`config.mk`:
```
export PLATFORM = sky130hd
export DESIGN_NAME = ascon_round_counter
export DESIGN_NICKNAME = d
export VERILOG_FILES = /design/src/rtl/ascon_pack.sv /design/src/rtl/ascon_round_counter.sv
export SDC_FILE = /design/constraint.sdc
export NUM_CORES = 1
export LEC_CHECK = 0
export ABC_CLOCK_PERIOD_IN_PS = 1500
export BUFFER_PORTS_ARGS = -buffer_cell sky130_fd_sc_hd__buf_2
export CELL_PAD_IN_SITES_DETAIL_PLACEMENT = 1
export CELL_PAD_IN_SITES_GLOBAL_PLACEMENT = 1
export CORE_AREA = 10 10 47 49
export CTS_CLUSTER_SIZE = 16
export DETAILED_ROUTE_END_ITERATION = 10
export DIE_AREA = 0 0 57 59
export GPL_TIMING_DRIVEN = 1
export PLACE_DENSITY = 0.74
export SETUP_SLACK_MARGIN = 0.2
export SYNTH_ARGS = -nofsm -noshare
export SYNTH_HDL_FRONTEND = slang
export SYNTH_SLANG_ARGS = --single-unit
```
`constraint.sdc`:
```
create_clock -name clock_i -period 1.5 [get_ports clock_i]
set_clock_uncertainty 0.15 [all_clocks]
set_input_delay 0.225 -clock clock_i [delete_from_list [all_inputs] [get_ports clock_i]]
set_output_delay 0.225 -clock clock_i [all_outputs]
set_load 0.005 [all_outputs]
```
`src/rtl/ascon_pack.sv`:
```
// Shared types and round constants for the ASCON permutation round counter.
package ascon_pack;

  typedef enum logic {
    RCNT_IDLE = 1'b0,
    RCNT_RUN  = 1'b1
  } rcnt_state_t;

  localparam int ROUND_START_P12 = 0;
  localparam int ROUND_START_P8  = 4;
  localparam int ROUND_START_P6  = 6;
  localparam int ROUND_LAST      = 11;

endpackage

```
`src/rtl/ascon_round_counter.sv`:
```
// ASCON permutation round counter: per-mode start round, counts up to LAST under en_i.
// Optional sticky protocol-error flag enabled by defining ASCON_RCNT_ERR_EN.
module ascon_round_counter
  import ascon_pack::*;
#(
  parameter int WIDTH   = 4,
  parameter int LAST    = ROUND_LAST,
  parameter int N_MODES = 3,
  parameter logic [N_MODES*WIDTH-1:0] START_TABLE = {4'(ROUND_START_P6),
                                                     4'(ROUND_START_P8),
                                                     4'(ROUND_START_P12)},
  localparam int MODE_W = (N_MODES > 1) ? $clog2(N_MODES) : 1
) (
  input  logic              clock_i,
  input  logic              reset_i,
  input  logic              start_i,
  input  logic [MODE_W-1:0] mode_i,
  input  logic              en_i,
  input  logic              abort_i,
  output logic [WIDTH-1:0]  cpt_o,
  output logic              busy_o,
  output logic              last_o,
  output logic              done_o,
  output logic              err_o
);

  localparam logic [WIDTH-1:0] LAST_L    = LAST[WIDTH-1:0];
  localparam logic [MODE_W:0]  N_MODES_L = N_MODES[MODE_W:0];

  if (LAST >= (1 << WIDTH)) begin : g_bad_last
    $fatal(1, "ascon_round_counter: LAST does not fit in WIDTH bits");
  end
  for (genvar k = 0; k < N_MODES; k++) begin : g_chk_start
    if (START_TABLE[k*WIDTH +: WIDTH] > LAST) begin : g_bad_start
      $fatal(1, "ascon_round_counter: START_TABLE entry exceeds LAST");
    end
  end

  rcnt_state_t      state, state_n;
  logic [WIDTH-1:0] cpt_n, start_val;
  logic             done_n, mode_ok;

  assign mode_ok = ({1'b0, mode_i} < N_MODES_L);

  always_comb begin
    start_val = '0;
    for (int k = 0; k < N_MODES; k++) begin
      if ({1'b0, mode_i} == (MODE_W+1)'(k)) start_val = START_TABLE[k*WIDTH +: WIDTH];
    end
  end

  // NOTE: every output of this block gets a default first, so no path leaves a
  // signal unassigned and no latch is inferred.
  always_comb begin
    state_n = state;
    cpt_n   = cpt_o;
    done_n  = 1'b0;
    if (abort_i) begin
      state_n = RCNT_IDLE;
      cpt_n   = '0;
    end else begin
      case (state)
        RCNT_IDLE: begin
          if (start_i && mode_ok) begin
            state_n = RCNT_RUN;
            cpt_n   = start_val;
          end
        end
        RCNT_RUN: begin
          if (en_i) begin
            // The final round parks the index at LAST rather than wrapping.
            if (cpt_o == LAST_L) begin
              state_n = RCNT_IDLE;
              done_n  = 1'b1;
            end else begin
              cpt_n = cpt_o + 1'b1;
            end
          end
        end
        default: state_n = RCNT_IDLE;
      endcase
    end
  end

  // NOTE: registers are updated with non-blocking assignments so every flop
  // samples the pre-edge values regardless of statement order.
  always_ff @(posedge clock_i) begin
    if (reset_i) begin
      state  <= RCNT_IDLE;
      cpt_o  <= '0;
      done_o <= 1'b0;
    end else begin
      state  <= state_n;
      cpt_o  <= cpt_n;
      done_o <= done_n;
    end
  end

  assign busy_o = (state == RCNT_RUN);
  assign last_o = (state == RCNT_RUN) && (cpt_o == LAST_L);

`ifdef ASCON_RCNT_ERR_EN
  logic err_q;
  always_ff @(posedge clock_i) begin
    if (reset_i) begin
      err_q <= 1'b0;
    end else if ((start_i && ((state == RCNT_RUN) || !mode_ok)) ||
                 (en_i && (state == RCNT_IDLE))) begin
      err_q <= 1'b1;
    end
  end
  assign err_o = err_q;
`else
  assign err_o = 1'b0;
`endif

endmodule

```
==> results.txt <==
- The run finished, with violations left.
- Failing checks: setup timing
- The final hold violation count is 0.
* Critical path class: reg2out
- Category of the worst setup path launch point: flip-flop
- The number of antenna violations at the first check in global routing came to 0.
* Syn Nets: just over 50
- Number of design rule violations left after detail routing: 0
* Worst-case register-to-register setup slack: -0.01 ns
* Total grt overflow: 0
* YS warnings: 0
* Combined area of all synthesized cells: 378 sq um
- Final layout net count: 73
* Final number of max-transition violations: 0
- From synthesis to final layout, the design area changed by 51.7%.
- Pwr/cell area: roughly 650 nW/um^2
- Required @ worst endpoint: between 1 and 1.5 ns
- Combinational share of power: between 10 and 15%
* Net switching power of the design: approximately 0.098 mW
- Max-cap violations in this run came to 0.
- Effective utilization at floorplan: about 27%
* Part of the power in registers: roughly 45%
- Worst R2R Start: cpt_o[1]$_SDFFE_PP0P_
- Violation count after the first detailed-route iteration: 6
- At the placement stage, the worst setup path has a slack of ~0.028 ns.
- Sequential cells were found to cover between 30% and 40% of the synthesized design area.
- The final critical path takes up 103% of the cycle.
- Die width: ~57 microns
- Total power: about 0.37 mW
* Launch point of the worst path: cpt_o[1]$_SDFFE_PP0P_
* Final weighted congestion of routability-driven global placement: between 0.8 and 0.9
- The number of antenna diodes in the final layout is 0.
- Before antenna repair, the detailed router went through 4 iterations.
- End of the critical path: last_o
* Total setup violations reported at the end of the flow: 2
- Detailed-placement wirelength estimate: between 800 and 900 microns
- Number of CTS-inserted buffers: 3
- Tmin final: approximately 1.5 ns
- In this run the remaining antenna-violating nets after routing total 0.
* Number of synthesized register bits: 6
- Pin placement for this block handled 15 I/O pins.
* Clk buf depth: 2
- Total detailed-routing wirelength: roughly 1100 microns
- Post-synthesis cell type with the largest combined area: sky130_fd_sc_hd__dfxtp_1
- The post-route netlist has 55.7% of its cells at a drive strength greater than 1.
* Post-route cell area: between 500 and 600 sq um
* Data arrival time of the critical path: between 1 and 1.5 ns
- In this run the clock root is driven by a sky130_fd_sc_hd__clkbuf_4.
- After technology mapping, the gate count stands at 41.
* Worst min-delay path category: in2reg
- IR analysis of the VDD net gives a maximum drop of around 290 uV.
- Number of fillers in the final layout: roughly 180
- Instance area after placement: about 460 sq um
* Count of vias placed by the detailed router: 374
* Clock tree from TritonCTS: yes
- The worst setup path is captured at an output pin.
- TritonCTS Sinks: 6
- Area share of the leading cell type in the synthesized netlist: between 30% and 40%
- Worst-path clk slew: 0.05 ns
* Clock latency of the later-clocked register in the worst-skew pair: around 0.25 ns
- CP max FO: 2
- Internal power comes to 0.276 mW.
- Global-route wire length before repair: 1950 microns
- Leading cell type in the layout, fill and taps excluded: sky130_fd_sc_hd__buf_2
- In this run switching power makes up 26.1% of total power.
- Clock network fraction of design power: around two fifths
* Endpoint of the most critical register-to-register path: cpt_o[1]$_SDFFE_PP0P_
- H-tree Lvls: 1
* Post-synthesis average cell area: about 9 sq um
- Setup repair after global routing missed its margin: yes
* Number of distinct standard cells referenced by the synthesized netlist: 30
- Vias per Instance: ~4.9
- Least setup slack across all paths after layout: -0.0487 ns
* Number of global-route vias before repair: between 400 and 500
* Most frequent cells in the layout: 13 x sky130_fd_sc_hd__buf_2, 4 x sky130_fd_sc_hd__buf_4, 3 x sky130_fd_sc_hd__dfxtp_4, 3 x sky130_fd_sc_hd__clkbuf_4
* Rows: 14
- Die area: between 3000 and 4000 sq um
- Largest net degree at the start of global routing: 12
- Std-Cell Core Area: ~1400 sq um
- From bottom edge to top edge, the die measures ~59 microns.
* Synth top area cells: sky130_fd_sc_hd__dfxtp_1 32%, sky130_fd_sc_hd__ha_1 9.9%, sky130_fd_sc_hd__a211oi_2 3.3%
* Final cell utilization of the core: roughly two fifths
- In the final routed layout, each cell accounts on average for around 15 microns.
- Highest clock rate: 646 MHz
- The count of buffers added on input and output ports is 13.
- For this run, the total global-route usage over all layers was measured as ~7.5%.
- Total leakage power: approximately 0.27 nW
* Cts-stage hold buffer count: 0
- The worst register-to-register path has a depth of 6.
[kinds of logic after synthesis]
group / synth area share (%)
other: 0.992
AND/OR/NAND/NOR: 28.8
multiplexers: 2.65
XOR/XNOR: 2.32
buffers and inverters: 6.95
flip-flops: 31.8
adder cells (fa/ha/maj): 9.93
AO/OA/AOI/OAI: 16.6
[how the worst min path moves through the flow]
| stage | slack [ns] | end | startpoint | cells after the start |
|---|---|---|---|---|
| after global placement | 0.32 | cpt_o[1]$_SDFFE_PP0P_ | cpt_o[1]$_SDFFE_PP0P_ | 2 |
| after global routing | 0.17 | done_o$_SDFF_PP0_ | en_i | 3 |
| final | 0.15 | done_o$_SDFF_PP0_ | en_i | 3 |
| after detailed placement | 0.35 | cpt_o[1]$_SDFFE_PP0P_ | cpt_o[1]$_SDFFE_PP0P_ | 2 |
| after CTS | 0.14 | done_o$_SDFF_PP0_ | en_i | 3 |
| after floorplan | 0.22 | done_o$_SDFF_PP0_ | en_i | 2 |
[timing repair]
action | CTS | global route
gates resized for setup | 11 | 1
pin swaps | 8 | 3
buffers inserted | 4 | 1
setup endpoints to repair | 7 | 7
[synthesized netlist by cell type, drive strengths merged]
cell type / number
and2: 1
ha: 3
a31o: 1
or3: 1
nand2: 2
nor4: 1
o21ai: 2
inv: 2
buf: 2
a211oi: 1
mux2i: 1
and3b: 1
o31ai: 1
dfxtp: 6
nand4: 1
nand3: 1
nand3b: 1
nor3b: 1
a21oi: 2
nor3: 1
xor2: 1
or2b: 1
or3b: 1
nor2: 2
or2: 1
a31oi: 1
o211ai: 1
conb: 1
[power groups by stage]
| stage | logic (mW) | registers (mW) | clock network (mW) |
|---|---|---|---|
| floorplan | 0.0343 | 0.170 | 0 |
| global placement | 0.0473 | 0.173 | 0 |
| detailed placement | 0.0474 | 0.174 | 0 |
| CTS | 0.0548 | 0.167 | 0.159 |
| global route | 0.0622 | 0.168 | 0.163 |
| finish | 0.0543 | 0.167 | 0.152 |
[stage by stage]
step / hold WS (ns) / setup TNS (ns) / instances
2_1_floorplan: 0.218 / 0 / 41
3_3_place_gp: 0.319 / 0 / 69
3_5_place_dp: 0.347 / 0 / 69
4_1_cts: 0.139 / -0.0604 / 76
5_1_grt: 0.172 / -0.274 / 77
6_report: 0.149 / -0.0619 / 77
[worst max-delay path, cell delays in order (launching register included)]
cell and delay, ns:
sky130_fd_sc_hd__dfxtp_4 0.34, sky130_fd_sc_hd__ha_4 0.16, sky130_fd_sc_hd__and3b_1 0.16, sky130_fd_sc_hd__and2_1 0.14, sky130_fd_sc_hd__buf_2 0.12
[sequential cells by signal, indices dropped and copies added, names as in the netlist]
register / cells
cpt_o: 4
busy_o: 1
done_o: 1
[cell type report]
| type | count | area [sq um] | area share [%] |
|---|---|---|---|
| well taps | 16 | 20.0 | 3.49 |
| clock buffers | 3 | 22.5 | 3.93 |
| flip-flops and latches | 6 | 133 | 23.1 |
| repair buffers | 19 | 118 | 20.5 |
| multi-input cells | 31 | 273 | 47.6 |
| inverters | 2 | 7.51 | 1.31 |
[metal layers]
layer  share of wire [%]  routed length (microns)  global-route usage [%]
met1                  44                      503                    7.99
met2                  48                      551                    11.2
met3                 4.0                       46                    2.15
met4                 3.9                       45                    8.05
met5                   0                        0                       0
Note: power is estimated with default switching activity, not from simulation.
